==> config.mk <==
export PLATFORM = sky130hd
export DESIGN_NAME = clk_period_meter
export DESIGN_NICKNAME = d
export VERILOG_FILES = /design/src/rtl/clk_period_meter.sv
export SDC_FILE = /design/constraint.sdc
export NUM_CORES = 1
export LEC_CHECK = 0
export BUFFER_PORTS_ARGS = -buffer_cell sky130_fd_sc_hd__buf_4
export CAP_MARGIN = 20
export CORE_AREA = 2 2 82 84
export CTS_CLUSTER_DIAMETER = 100
export CTS_CLUSTER_SIZE = 16
export DETAILED_ROUTE_END_ITERATION = 7
export DIE_AREA = 0 0 84 86
export PLACE_DENSITY = 0.63
export RECOVER_POWER = 100
export SYNTH_ARGS = -nofsm -noshare
export SYNTH_HDL_FRONTEND = slang
export SYNTH_SLANG_ARGS = --single-unit
==> constraint.sdc <==
create_clock -name sys_clk -period 2.8 [get_ports sys_clk]
set_clock_uncertainty 0.1 [all_clocks]
set_input_delay 0.14 -clock sys_clk [delete_from_list [all_inputs] [get_ports sys_clk]]
set_output_delay 0.14 -clock sys_clk [all_outputs]
set_load 0.01 [all_outputs]
==> src/rtl/clk_period_meter.sv <==
// clk_period_meter: measures period and high time of clk_in in sys_clk cycles, with a timeout flag.
// Define DUTY_MEAS_EN to build the high-time counter; otherwise high_time is tied to 0.
module clk_period_meter #(
    parameter int unsigned CNT_W   = 16,
    parameter int unsigned TIMEOUT = 50000
) (
    input  logic             sys_clk,
    input  logic             sys_rst_n,
    input  logic             clk_in,
    input  logic             meas_en,
    output logic [CNT_W-1:0] period,
    output logic [CNT_W-1:0] high_time,
    output logic             meas_valid,
    output logic             timeout
);
    typedef enum logic [1:0] {IDLE, ARM, MEAS} state_t;
    localparam logic [CNT_W-1:0] TO = CNT_W'(TIMEOUT);
    state_t           r_state;
    logic             r_s1, r_s2, r_s3;
    logic [CNT_W-1:0] r_cnt;
    logic [CNT_W-1:0] r_period;
    logic             r_valid;
    logic             r_timeout;
    logic             w_rise;
`ifdef DUTY_MEAS_EN
    logic [CNT_W-1:0] r_hcnt;
    logic [CNT_W-1:0] r_high;
    assign high_time = r_high;
`else
    assign high_time = '0;
`endif
    assign w_rise     = r_s2 & ~r_s3;
    assign period     = r_period;
    assign meas_valid = r_valid;
    assign timeout    = r_timeout;
    always_ff @(posedge sys_clk or negedge sys_rst_n) begin
        if (!sys_rst_n) begin
            {r_s1, r_s2, r_s3} <= '0;
            r_state            <= IDLE;
            r_cnt              <= '0;
            r_period           <= '0;
            r_valid            <= 1'b0;
            r_timeout          <= 1'b0;
`ifdef DUTY_MEAS_EN
            r_hcnt             <= '0;
            r_high             <= '0;
`endif
        end else begin
            {r_s1, r_s2, r_s3} <= {clk_in, r_s1, r_s2};
            r_valid            <= 1'b0;
            if (!meas_en) begin
                r_state   <= IDLE;
                r_cnt     <= '0;
                r_timeout <= 1'b0;
`ifdef DUTY_MEAS_EN
                r_hcnt    <= '0;
`endif
            end else begin
                case (r_state)
                    IDLE: begin
                        r_state <= ARM;
                        r_cnt   <= '0;
                    end
                    ARM: begin
                        if (w_rise) begin
                            r_state <= MEAS;
                            r_cnt   <= CNT_W'(1);
`ifdef DUTY_MEAS_EN
                            r_hcnt  <= CNT_W'(1);
`endif
                        end else if (r_cnt == TO) begin
                            r_timeout <= 1'b1;
                            r_cnt     <= '0;
                        end else begin
                            r_cnt <= r_cnt + CNT_W'(1);
                        end
                    end
                    MEAS: begin
                        // rise outranks a coincident timeout so a period of exactly TIMEOUT is still published
                        if (w_rise) begin
                            r_period  <= r_cnt;
                            r_valid   <= 1'b1;
                            r_timeout <= 1'b0;
                            r_cnt     <= CNT_W'(1);
`ifdef DUTY_MEAS_EN
                            r_high    <= r_hcnt;
                            r_hcnt    <= CNT_W'(1);
`endif
                        end else if (r_cnt == TO) begin
                            r_timeout <= 1'b1;
                            r_state   <= ARM;
                            r_cnt     <= '0;
                        end else begin
                            r_cnt  <= r_cnt + CNT_W'(1);
`ifdef DUTY_MEAS_EN
                            r_hcnt <= r_hcnt + CNT_W'(r_s2);
`endif
                        end
                    end
                    default: r_state <= IDLE;
                endcase
            end
        end
    end
endmodule
Word level (Yosys, flattened, before mapping):

Index checks and enable logic that the tools add are counted.

* add/subtract/negate cells: 1
* eq/ne operators: 9
* multiplexer cells: 17
* bitwise operators: 2
* reductions and logical operators: 5

Operator list (count)
* two-way mux 16 bit: 3
* one-hot mux 16 bit (2 select lines): 1
* adder 16 x 1 -> 16 bit (second input constant): 1
* equality test 16 bit (second input constant): 1
* inequality test 3 bit (second input constant): 4
* two-way mux 2 bit: 4
* two-way mux 1 bit: 7
* one-hot mux 2 bit (3 select lines): 1
* AND reduction 3 bit: 2
* inequality test 3 x 1 -> 1 bit (second input constant): 1
* inequality test 3 x 2 -> 1 bit (second input constant): 1
* equality test 2 x 1 -> 1 bit (second input constant): 1
* equality test 2 bit (second input constant): 1
* zero test 2 bit: 1
* one-hot mux 1 bit (2 select lines): 1
* AND reduction 2 bit: 1
* OR reduction 2 bit: 1
* AND 1 bit: 1
* inverter 1 bit: 1

* flip-flop bits (word level): 39
* bits of input ports: 4
* output and inout bits: 34

Longest topological paths before layout:

* depth in word-level cells: 5
* depth in mapped cells: 7
* gate-level depth less buffers: 6

Worst setup path before layout:

Ideal clock, no wire load.

* path kind: reg2reg
* from: register r_cnt[0]
* to: register r_cnt[5]
* library setup time: 0.128 ns
* arrival: 1.518 ns
* required time: 2.572 ns
* slack: 1.054 ns
* stages on the path, launching flop included: 8
* buffers on the path: 1
* path through: dfrtp_1 inv_1 ha_1 nor4b_2 nand4_2 buf_2 a31oi_1 o22ai_1

* word-level cells in the longest chain between the ends: 5
* elaborated cells on any way between the ends: 6
* classes of those cells: add/sub (1); eq/ne (1); mux (4)

Ends and longest elaborated chain
* start, declared: line 20 `logic [CNT_W-1:0] r_cnt;`
* start signal, assigned: line 75 `r_cnt <= r_cnt + CNT_W'(1);`
* start signal, assigned: line 94 `r_cnt <= r_cnt + CNT_W'(1);`
* adder 16 x 1 -> 16 bit or equality test 16 bit (tied branches)
* two-way mux 16 bit *: line 71, 89
* two-way mux 16 bit *: line 80 `if (w_rise) begin`
* one-hot mux 16 bit (2 select lines) *: line 59 `case (r_state)`
* two-way mux 16 bit *: line 51 `if (!meas_en) begin`

Mark *: on every way between the ends. The rest lies on a longest branch, timed or not.
A chain may end at the register's enable or synchronous reset.

Worst setup path after layout:

* from: register r_state[0]
* to: register r_period[14] (netlist: period[14])

* word-level cells in the longest chain between the ends: 2

Ends and longest elaborated chain
* start, declared: line 18 `state_t r_state;`
* start signal, assigned: line 39 `r_state <= IDLE;`
* start signal, assigned: line 52 `r_state <= IDLE;`
* start signal, assigned: line 61 `r_state <= ARM;`
* equality test 2 bit: line 59
* AND reduction 3 bit (no source line)
* end signal, assigned: line 81 `r_period <= r_cnt;`
* end, declared: line 21 `logic [CNT_W-1:0] r_period;`

Every way passes these cells.

==> metrics.md <==
| Metric | Value |
|---|---|
| DRC | 0 |
| Area of the core | 6280 sq um |
| Synth Cell Area | 2160 sq um |
| Vias in the first global route | 1566 |
| CP arrival | 2.50 ns |
| Share of the synthesized area in the top cell type | 45.2% |
| Initial antenna violation count | 0 |
| Maximum VDD drop | 0.000209 V |
| Total GRT Usage | 13.0% |
| Fin crit period | 2.42 ns |
| Status | finished, final reports clean |
| Hold Path Class | reg -> reg |
| Clock tree sinks | 39 |
| CP Launch Point | r_state[0] |
| Share of cells above drive strength 1 | 13.9% |
| First-iteration detailed-routing DRC count | 90 |
| RD Place Congestion | 0.791 |
| Sequential share of power | 50.5% |
| Slew headroom | 34.6% |
| IO Port Bufs | 21 |
| Clock share of power | 36.2% |
| Die ar. | 7220 sq um |
| Reg clk slew, reported paths | 0.08 ns |
| Syn Area/Cell | 10.0 sq um |
| Area post-placement | 2270 sq um |
| Yosys cell types | 44 |
| Final hold violation count | 0 |
| Post-synthesis sequential area ratio | 45.2% |
| Yosys reg bits | 39 |
| First-pass GRT wire length | 7.43 mm |
| Post-DP HPWL | 3.00 mm |
| Final Instance Area | 2330 sq um |
| Min Hold Slack | 0.255 ns |
| Synth warn | 0 |
| P_int | 0.000856 W |
| Area Overhead vs Synth | 7.95% |
| Final Max Slew Viols | 0 |
| Chip Height | 86 microns |
| Antenna Cells | 0 |
| Routed vias/inst | 5.26 |
| Post-Route WL | 4.48 mm |
| Predominant post-synthesis flop cell | dfrtp_1 |
| CP Launch Type | flip-flop |
| I/O pin count | 38 |
| Hold_sp | r_s1 |
| Synth area leaders | dfrtp_1 45%, buf_4 6.6%, a31oi_1 4.6% |
| Clk buf depth | 2 |
| Sw Share | 26.5% |
| Post-synth ARST share | 100% |
| Crit Path Category | reg -> reg |
| RSZ-0062 raised after global routing | false |
| Grt total ovfl | 0 |
| Clock latency on the worst-skew pair | 0.29 ns |
| Average wire per cell in the routed design | 14.3 microns |
| MaxCap Viol Count | 0 |
| Final period util | 86.3% |
| FF+latch area | 976 sq um |
| CP max FO | 18 |
| Setup bufs post-CTS | 0 |
| Comb pwr share | 13.3% |
| Vias post-DR | 1651 |
| Worst r2r src | r_state[0] |
| Root buf cell | clkbuf_8 |
| Setup violators final | 0 |
| CTS tree | done |
| Post-synth EDFFs | 0 |
| Rows | 29 |
| Psw | 0.000308 W |
| Pleak | 0.993 nW |
| P per Cell Area | 500 nW/um^2 |
| Crit path required time | 2.88 ns |
| Dominant cell type by area after synthesis | dfrtp_1 |
| Crit. End Element | flip-flop |
| Worst-Margin Slew | 0.981 ns |
| Setup_tns | 0 ns |
| Fill cells | 639 |
| DRT Pass-1 Iters | 4 |
| H-tree depth | 2 |
| Nets | 245 |
| Post-Synthesis Cells | 215 |
| Num CTS Buffers | 5 |
| Die Wd | 84 microns |
| Starting Density | 34.4% |
| Post-route ant nets | 0 |
| Multi-input logic area | 963 sq um |
| Max Fclk | 0.414 GHz |
| Maximum number of pins on one net before global-route repair | 40 |
layout by cell type, fill, tap and decap left out, types with 2 or more instances in the layout:
cell           Yosys  final
nand3_1           16     16
ha_1               5      5
and3_1             2      2
nand4_1            4      4
o211ai_1           2      2
nor4_1             4      4
o21ai_0           11     11
nor4b_2            2      2
nor2_1             4      4
clkbuf_8           4      7
nor3_1             2      2
nand3b_1           3      3
a21oi_1            4      4
mux2_2             8      8
clkbuf_1           2     20
o22ai_1            7      7
nand2b_1           3      3
dlygate4sd3_1      0      3
conb_1             1     16
nand2_1           19     19
buf_4             19      4
a31oi_1           16     16
inv_1             13     13
mux2i_1            2      2
dfrtp_1           39     39
nor3b_1            2      2
cell usage after synthesis, types with 2 or more instances:
cell	n
nor3_1	2
ha_1	5
nand2_1	19
nand2b_1	3
inv_1	13
o21ai_0	11
a21oi_1	4
nor4_1	4
nand3_1	16
clkbuf_8	4
o211ai_1	2
a31oi_1	16
nor4b_2	2
nor3b_1	2
mux2_2	8
buf_2	3
nand3b_1	3
dfrtp_1	39
clkbuf_1	2
buf_4	19
nor2_1	4
o22ai_1	7
and3_1	2
nand4_1	4
mux2i_1	2
worst max-delay path, cell delays in order, from the launching register on:
cell	delay, ns
dfrtp_1	0.42
inv_1	0.08
ha_1	0.28
nand3_1	0.32
clkbuf_1	0.69
mux2_2	0.41
routing by layer:
| layer | wire, microns | up-vias | GRT usage [%] |
|---|---|---|---|
| met3 | 189 | 8 | 3.95 |
| met1 | 2080 | 823 | 15.8 |
| met5 | 0 | - | 0 |
| li1 | - | 789 | - |
| met4 | 96 | 0 | 5.13 |
| met2 | 2120 | 31 | 21.5 |
sequential cells by signal (all words and copies together) (netlist names):
| register | cells |
|---|---|
| r_s2 | 1 |
| r_cnt | 16 |
| meas_valid | 1 |
| timeout | 1 |
| r_s1 | 1 |
| r_state | 2 |
| period | 16 |
| r_s3 | 1 |
layout make-up:
class                   count  share of cell area [%]
flip-flops and latches     39                    41.9
multi-input cells         149                    41.4
repair buffers             28                    6.18
clock buffers               8                    4.30
well taps                  77                    4.14
inverters                  13                    2.10
power by group through the flow:
stage          combinational, W  sequential, W  clock (W)
2_1_floorplan          0.000135       0.000596          0
3_3_place_gp           0.000148       0.000597          0
3_5_place_dp           0.000152       0.000598          0
4_1_cts                0.000157       0.000587   0.000436
5_1_grt                0.000176       0.000589   0.000461
6_report               0.000155       0.000587   0.000421
path summary, 6_finish.rpt:
path | slack [ns] | end | cells past startpoint
max | 0.38 | period[14] | 5
min | 0.25 | r_s2 | 0
max reg2reg | 0.38 | period[14] | 5
min reg2reg | 0.25 | r_s2 | 0
max in group asynchronous | 1.57 | period[9] | 2
min in group asynchronous | 0.44 | period[7] | 2
stage by stage:
step / std cells / setup slack, ns / total power, W / util, %
finish: 314 / 0.384 / 0.00116 / 37.1
global route: 314 / 0.238 / 0.00123 / 37.1
CTS: 314 / 0.571 / 0.00118 / 38.3
detailed placement: 303 / 0.586 / 0.000750 / 36.2
global placement: 303 / 0.661 / 0.000746 / 36.2
floorplan: 230 / 1.05 / 0.000731 / -
repair_timing:
| action | 4_1_cts | 5_1_grt |
|---|---|---|
| gates resized for setup | 0 | 0 |
| hold buffers | 3 | 0 |
| endpoints found under the hold margin | 41 | 0 |
logic make-up after synthesis:
| family | after synthesis | synth area share (%) |
|---|---|---|
| and+or+nand+nor | 73 | 20.9 |
| buffers and inverters | 42 | 12.7 |
| DFF | 39 | 45.2 |
| other | 1 | 0.174 |
| adders and majority gates | 5 | 2.90 |
| muxes | 10 | 5.10 |
| AOI/OAI and AO/OA | 45 | 12.9 |
No activity file was read; power rests on OpenSTA's default activity.
